[src/rtl/mul_acc.sv]
// Frame accumulator behind the 17x14 multiplier: sums NUM_ACC products, scales, saturates and
// presents the result on a valid/ready register. Define MUL_ACC_ROUND_EN for round-half-up scaling.
module mul_acc #(
    parameter int unsigned NUM_ACC = 8,
    parameter int unsigned ACC_W   = 34,
    parameter int unsigned SHIFT   = 3,
    parameter int unsigned OUT_W   = 24
) (
    input  logic             clk_i,
    input  logic             reset_n_i,
    input  logic             start_i,
    input  logic [30:0]      mul_out_i,
    input  logic             mul_done_i,
    output logic [OUT_W-1:0] acc_data_o,
    output logic             acc_sat_o,
    output logic             acc_valid_o,
    input  logic             acc_ready_i,
    output logic             busy_o,
    output logic             ovr_o
);

    localparam int unsigned CntW = $clog2(NUM_ACC);
    localparam int unsigned RW   = ACC_W + 1;
    localparam logic [CntW-1:0] CntLast = CntW'(NUM_ACC - 1);

`ifdef MUL_ACC_ROUND_EN
    // Half of one output LSB; evaluates to zero when SHIFT is zero.
    localparam logic [RW-1:0] Rnd = ({{ACC_W{1'b0}}, 1'b1} << SHIFT) >> 1;
`else
    localparam logic [RW-1:0] Rnd = '0;
`endif

    typedef enum logic [1:0] {
        StIdle,
        StAcc,
        StFin
    } state_e;

    state_e            state_q, state_d;
    logic [ACC_W-1:0]  acc_q, acc_d;
    logic [CntW-1:0]   cnt_q, cnt_d;
    logic              done_q;
    logic [OUT_W-1:0]  data_q, data_d;
    logic              sat_q, sat_d;
    logic              valid_q, valid_d;
    logic              ovr_q, ovr_d;

    logic              prod_evt;
    logic [RW-1:0]     sum_rnd;
    logic [RW-1:0]     res;
    logic              res_sat;
    logic [OUT_W-1:0]  res_data;

    assign prod_evt = mul_done_i & ~done_q;

    // One extra bit so the rounding increment can never wrap the sum.
    always_comb begin
        sum_rnd  = {1'b0, acc_q} + Rnd;
        res      = sum_rnd >> SHIFT;
        res_sat  = |(res >> OUT_W);
        res_data = res_sat ? '1 : res[OUT_W-1:0];
    end

    always_comb begin
        state_d = state_q;
        acc_d   = acc_q;
        cnt_d   = cnt_q;
        data_d  = data_q;
        sat_d   = sat_q;
        valid_d = valid_q;
        ovr_d   = ovr_q;

        if (valid_q && acc_ready_i) begin
            valid_d = 1'b0;
        end

        unique case (state_q)
            StIdle: begin
                if (start_i) begin
                    state_d = StAcc;
                    acc_d   = '0;
                    cnt_d   = '0;
                    ovr_d   = 1'b0;
                end
            end
            StAcc: begin
                if (prod_evt) begin
                    acc_d = acc_q + ACC_W'(mul_out_i);
                    cnt_d = cnt_q + CntW'(1);
                    if (cnt_q == CntLast) begin
                        state_d = StFin;
                    end
                end
            end
            StFin: begin
                state_d = StIdle;
                // A reload overrides a same-cycle handshake clear.
                if (!valid_q || acc_ready_i) begin
                    data_d  = res_data;
                    sat_d   = res_sat;
                    valid_d = 1'b1;
                end else begin
                    ovr_d = 1'b1;
                end
            end
            default: begin
                state_d = StIdle;
            end
        endcase
    end

    always_ff @(posedge clk_i or negedge reset_n_i) begin
        if (!reset_n_i) begin
            state_q <= StIdle;
            acc_q   <= '0;
            cnt_q   <= '0;
            done_q  <= 1'b0;
            data_q  <= '0;
            sat_q   <= 1'b0;
            valid_q <= 1'b0;
            ovr_q   <= 1'b0;
        end else begin
            state_q <= state_d;
            acc_q   <= acc_d;
            cnt_q   <= cnt_d;
            done_q  <= mul_done_i;
            data_q  <= data_d;
            sat_q   <= sat_d;
            valid_q <= valid_d;
            ovr_q   <= ovr_d;
        end
    end

    assign acc_data_o  = data_q;
    assign acc_sat_o   = sat_q;
    assign acc_valid_o = valid_q;
    assign busy_o      = (state_q != StIdle);
    assign ovr_o       = ovr_q;

endmodule

[config.mk]
export PLATFORM = sky130hd
export DESIGN_NAME = mul_acc
export DESIGN_NICKNAME = d
export VERILOG_FILES = /design/src/rtl/mul_acc.sv
export SDC_FILE = /design/constraint.sdc
export NUM_CORES = 1
export LEC_CHECK = 0
export CORE_UTILIZATION = 59
export DETAILED_ROUTE_END_ITERATION = 8
export GPL_ROUTABILITY_DRIVEN = 0
export PLACE_DENSITY = 0.86
export SYNTH_ARGS = -nofsm -noshare
export SYNTH_HDL_FRONTEND = slang
export SYNTH_SLANG_ARGS = --single-unit
[constraint.sdc]
create_clock -name clk_i -period 7 [get_ports clk_i]
set_clock_uncertainty 0.15 [all_clocks]
set_input_delay 2.1 -clock clk_i [delete_from_list [all_inputs] [get_ports clk_i]]
set_output_delay 2.1 -clock clk_i [all_outputs]
set_load 0.03 [all_outputs]
# After elaboration in Yosys (flattened, before gate mapping)
# Cells that the tools add are included.
# totals
register_bits	67
latch_bits	0
mem_bits_rw	0
mem_bits_ro	0
in_bits	36
output_inout_bits	28
elab_cells	48
mem_count	0
# classes
n_addsub	2
n_mul	0
div_mod_pow	0
order_cmp	0
n_eq_ne	7
n_shift	0
mux	17
bitwise	2
reduce_logical	12
# ops
cell	n
two-way mux 34 bit	2
case mux 34 bit (2 select lines)	1
adder 34 x 31 -> 34 bit	1
two-way mux 24 bit	1
AND reduction 3 bit	3
inequality test 2 bit, second input constant	4
OR reduction 7 bit	1
two-way mux 2 bit	3
two-way mux 3 bit	2
case mux 3 bit (2 select lines)	1
nonzero test 2 bit	3
two-way mux 1 bit	5
case mux 2 bit (2 select lines)	1
adder 3 x 1 -> 3 bit, second input constant	1
== test 3 bit, second input constant	1
== test 2 x 1 -> 1 bit, second input constant	1
== test 2 bit, second input constant	1
zero test 2 bit	1
case mux 1 bit (2 select lines)	1
AND reduction 2 bit	1
AND 1 bit	1
logical AND 1 bit	1
zero test 1 bit	1
logical OR 1 bit	1
NOT 1 bit	1

# Longest topological paths before layout
# depth
depth_word	4
mapped_depth	10
mapped_depth_nobuf	10

# Least setup slack after synthesis
# Ideal clock, no wire load.
# synth_timing
path_kind	input to register
from	in mul_out_i[0]
to	reg acc_q[32]
setup_ns	0.071
t_arrival_ns	3.959
required_ns	6.779
setup_slack_ns	2.820
cell_stages	10
n_path_buf	0
cell_sequence	ha_1 -> inv_1 -> fa_1 -> nor2b_1 -> o2111a_1 -> o41ai_2 -> a21oi_2 -> a21oi_2 -> or4_1 -> nand4_1
# synth_via
elab_chain_len	3
# synth_rtl
item	line_no	rtl
start: declaration	12	input logic [30:0] mul_out_i,
adder 34 x 31 -> 34 bit	88	acc_d = acc_q + ACC_W'(mul_out_i);
two-way mux 34 bit	87	if (prod_evt) begin
case mux 34 bit (2 select lines)	77	unique case (state_q)
end signal: assignment	115	acc_q <= '0;
end signal: assignment	124	acc_q <= acc_d;
end: declaration	40	logic [ACC_W-1:0] acc_q, acc_d;
# Every way passes these cells. The select of a mux whose other input is x is not followed.
# A chain may end at the register's enable or synchronous reset.

# Final worst setup path
# Ends and elaborated chain as after synthesis.

==> impl_metrics.csv <==
group,metric,value,unit
final_layout,final_cells,636,
final_layout,final_area,5220,um2
clocking,h-tree-depth,3,
power_and_ir_drop,fin_total_pwr,1.93,mW
placement,dp.cells,620,
logic_synthesis,synth.net_count,546,
timing,rsz0062_at_grt,"no",
logic_synthesis,syn_area,4300,um2
final_layout,ff_latch_area,1680,um2
clocking,numCtsBuffers,9,
setup_path,required,7.13,ns
placement,hpwlAfterDp,7320,um
setup_path,crit_fanout,4,
grt,grtUsageMet1,36.5,%
clocking,ctsHoldBuffers,0,
grt,grtUsageMet2,49.5,%
logic_synthesis,netlist_instances,476,
worst_hold_path,hold_depth,1,
die,die-height,87.4,um
timing,slew_violations,0,
setup_path,r2r-start,"acc_q[0]$_DFFE_PN0P_",
clocking,numClockSinks,67,
logic_synthesis,synth_edf_count,0,
timing,period_needed,4.59,ns
logic_synthesis,yosys_warnings,0,
setup_path,reg2reg_depth,10,
setup_path,worstSetupPathType,"input port to flop",
clocking,clkTransAtPathRegs,0.07,ns
clocking,postCtsResizedCells,0,
setup_path,crit_path_start_kind,"input port",
worst_hold_path,min_from,"state_q[1]$_DFFE_PN0P_",
logic_synthesis,syn_area_per_cell,9.03,um2
final_layout,post-route-util,75.6,%
placement,io_buffers,63,
die,core,6910,um2
timing,clock.fmax,218,MHz
route,drc,0,
run_status,status,"finished clean",
route,drt_iter0_markers,299,
logic_synthesis,synth_area_leaders,"dfrtp_1 39%, ha_1 9.6%, nand2_1 6.4%, o22a_1 4.9%, a21oi_1 4.5%",
final_layout,nFillCells,520,
logic_synthesis,synth_top_cell_by_area,"dfrtp_1",
timing,hold_viol,0,
setup_path,worstReg2RegEnd,"acc_q[32]$_DFFE_PN0P_",
setup_path,cp-end-kind,"flop",
route,wl,10500,um
timing,tightestPinTransition,1.18,ns
die,dieArea,7630,um2
grt,grt_max_degree,68,
logic_synthesis,asyncSetResetFlopFracSynth,100,%
die,fp.dieW,87.4,um
clocking,clk_path_buf_depth,2,
logic_synthesis,synth-main-ff-cell,"dfrtp_1",
final_layout,nets,605,
die,start_util,62.2,%
route,vias_per_cell,6.24,
grt,antenna_found_initial,0,
clocking,cts_tree,"done",
setup_path,r2r_setup_slack,4.25,ns
grt,top_usage_layer,"met2",
grt,grt_overflow_total,0,
power_and_ir_drop,leakage,2.20,nW
die,pin_count,64,
route,wl_per_cell,16.5,um
clocking,cts_root_buf,"clkbuf_8",
grt,grt_pass1_wl,17500,um
power_and_ir_drop,powerDensity,370,nW/um2
logic_synthesis,ys_ff_latch,67,
setup_path,worstPathArrival,4.73,ns
logic_synthesis,yosysSeqAreaShare,39.0,%
final_layout,multi_input_area,2510,um2
grt,use_met3,7.58,%
clocking,post_cts_buffers,0,
worst_hold_path,holdPathEnd,"state_q[0]$_DFFE_PN0P_",
clocking,worstSkewPairLatency,0.35,ns
flow_run,max-cap-violations,0,
final_layout,synthToLayoutAreaGrowth,21.5,%
placement,place_area,5000,um2
logic_synthesis,synth_cell_types,59,
worst_hold_path,hold_class,"flop to flop",
route,drtAntennaViolNets,0,
final_layout,final_layout_size_suffix_gt1_share,6.48,%
grt,grt_pass1_vias,3818,
route,num_vias,3969,
logic_synthesis,synth.top_cell.area_share,39.0,%
grt,grtUsageTotal,29.9,%
power_and_ir_drop,vdd_drop_max,0.000184,V
die,rows,30,
timing,fin_tns_setup,0,ns
timing,slew_headroom,21.2,%
timing,finalSetupViolCount,0,
final_layout,diodes,0,
route,dr.pass1.iters,5,
timing,fin_crit_sh,65.6,%
worst max-delay path, stage by stage:
cell and delay (ns):
clkdlybuf4s50_1 0.46, ha_1 0.18, inv_1 0.06, fa_1 0.39, nor2b_1 0.22, o2111a_1 0.28
o41ai_2 0.10, a21oi_2 0.22, a21oi_2 0.13, or4_1 0.48, nand4_1 0.10
placed cells by master (no fill, tap or decap), drive strengths merged, types with 7 or more instances in the layout:
cell type	count
o22a	24
nand2	74
nor2	23
nand3	8
dfrtp	67
o21ai	47
inv	13
clkbuf	12
xnor2	10
nor3	8
a21oi	42
ha	33
clkdlybuf4s50	62
xor2	15
nand4	9
a21o	7
flip-flops by register name, indices dropped and copies added, names as in the netlist:
register     count
acc_data_o      24
ovr_o            1
done_q           1
acc_sat_o        1
cnt_q            3
acc_valid_o      1
acc_q           34
state_q          2
worst max-delay path by stage:
stage / start / endpoint / slack (ns) / cells after the start
floorplan: mul_out_i[0] / acc_q[32]$_DFFE_PN0P_ / 2.82 / 10
global placement: mul_out_i[0] / acc_q[32]$_DFFE_PN0P_ / 2.21 / 11
detailed placement: mul_out_i[0] / acc_q[32]$_DFFE_PN0P_ / 2.09 / 11
CTS: mul_out_i[0] / acc_q[32]$_DFFE_PN0P_ / 2.44 / 11
global route: mul_out_i[0] / acc_q[32]$_DFFE_PN0P_ / 2.37 / 11
finish: mul_out_i[0] / acc_q[32]$_DFFE_PN0P_ / 2.41 / 11
cell families after synthesis:
family                     synth area share, %
xor gates and xnor gates                  5.09
DFF                                       39.0
adders and majority gates                 10.1
buffers and inverters                     2.85
and+or+nand+nor                           16.6
muxes                                    0.233
AOI/OAI and AO/OA                         26.1
synth_stat cells (2+ instances only):
library cell / number
o21a_1: 4
dfrtp_1: 67
a22o_1: 3
a21boi_1: 2
inv_1: 13
o22a_1: 24
o211ai_1: 6
o21ai_0: 29
nor3_1: 7
a31oi_1: 5
and3_1: 2
o21ai_1: 16
or4_1: 2
o31ai_1: 3
or3_1: 3
nor4_1: 3
o21ai_2: 2
xor2_1: 15
ha_1: 33
nand3_1: 7
nor2_1: 23
nand4_1: 9
buf_2: 5
clkbuf_1: 13
a211o_1: 2
nor2b_1: 6
a211oi_1: 5
nand2b_1: 6
o21bai_1: 2
xnor2_1: 10
a21oi_1: 39
a21oi_2: 3
a21o_1: 7
nand3b_1: 2
nand2_1: 73
o41ai_1: 2
layout make-up:
class	count	area share, %
flip-flops and latches	67	32.1
well taps	96	2.30
clock buffers	12	2.78
clock inverters	4	1.41
inverters	13	0.935
multi-input cells	378	48.0
repair buffers	66	12.4
power breakdown:
| part | switching (mW) | leakage, nW | internal (mW) |
|---|---|---|---|
| Combinational | 0.601 | 1.35 | 0.399 |
| Sequential | 0.0861 | 0.745 | 0.483 |
| Clock | 0.154 | 0.111 | 0.211 |
| Total | 0.841 | 2.20 | 1.09 |
routing by layer:
layer / share of wire [%] / up-vias
li1: - / 1876
met1: 43 / 1882
met3: 6.9 / 34
met4: 3.1 / 0
met2: 47 / 177
met5: 0 / -
stage by stage:
| step | worst slack [ns] | hold slack, ns |
|---|---|---|
| final | 2.41 | 0.336 |
| after global routing | 2.37 | 0.372 |
| after CTS | 2.44 | 0.345 |
| after detailed placement | 2.09 | 0.333 |
| after global placement | 2.21 | 0.320 |
| after floorplan | 2.82 | 0.297 |
(Power assumes the default switching activity.)
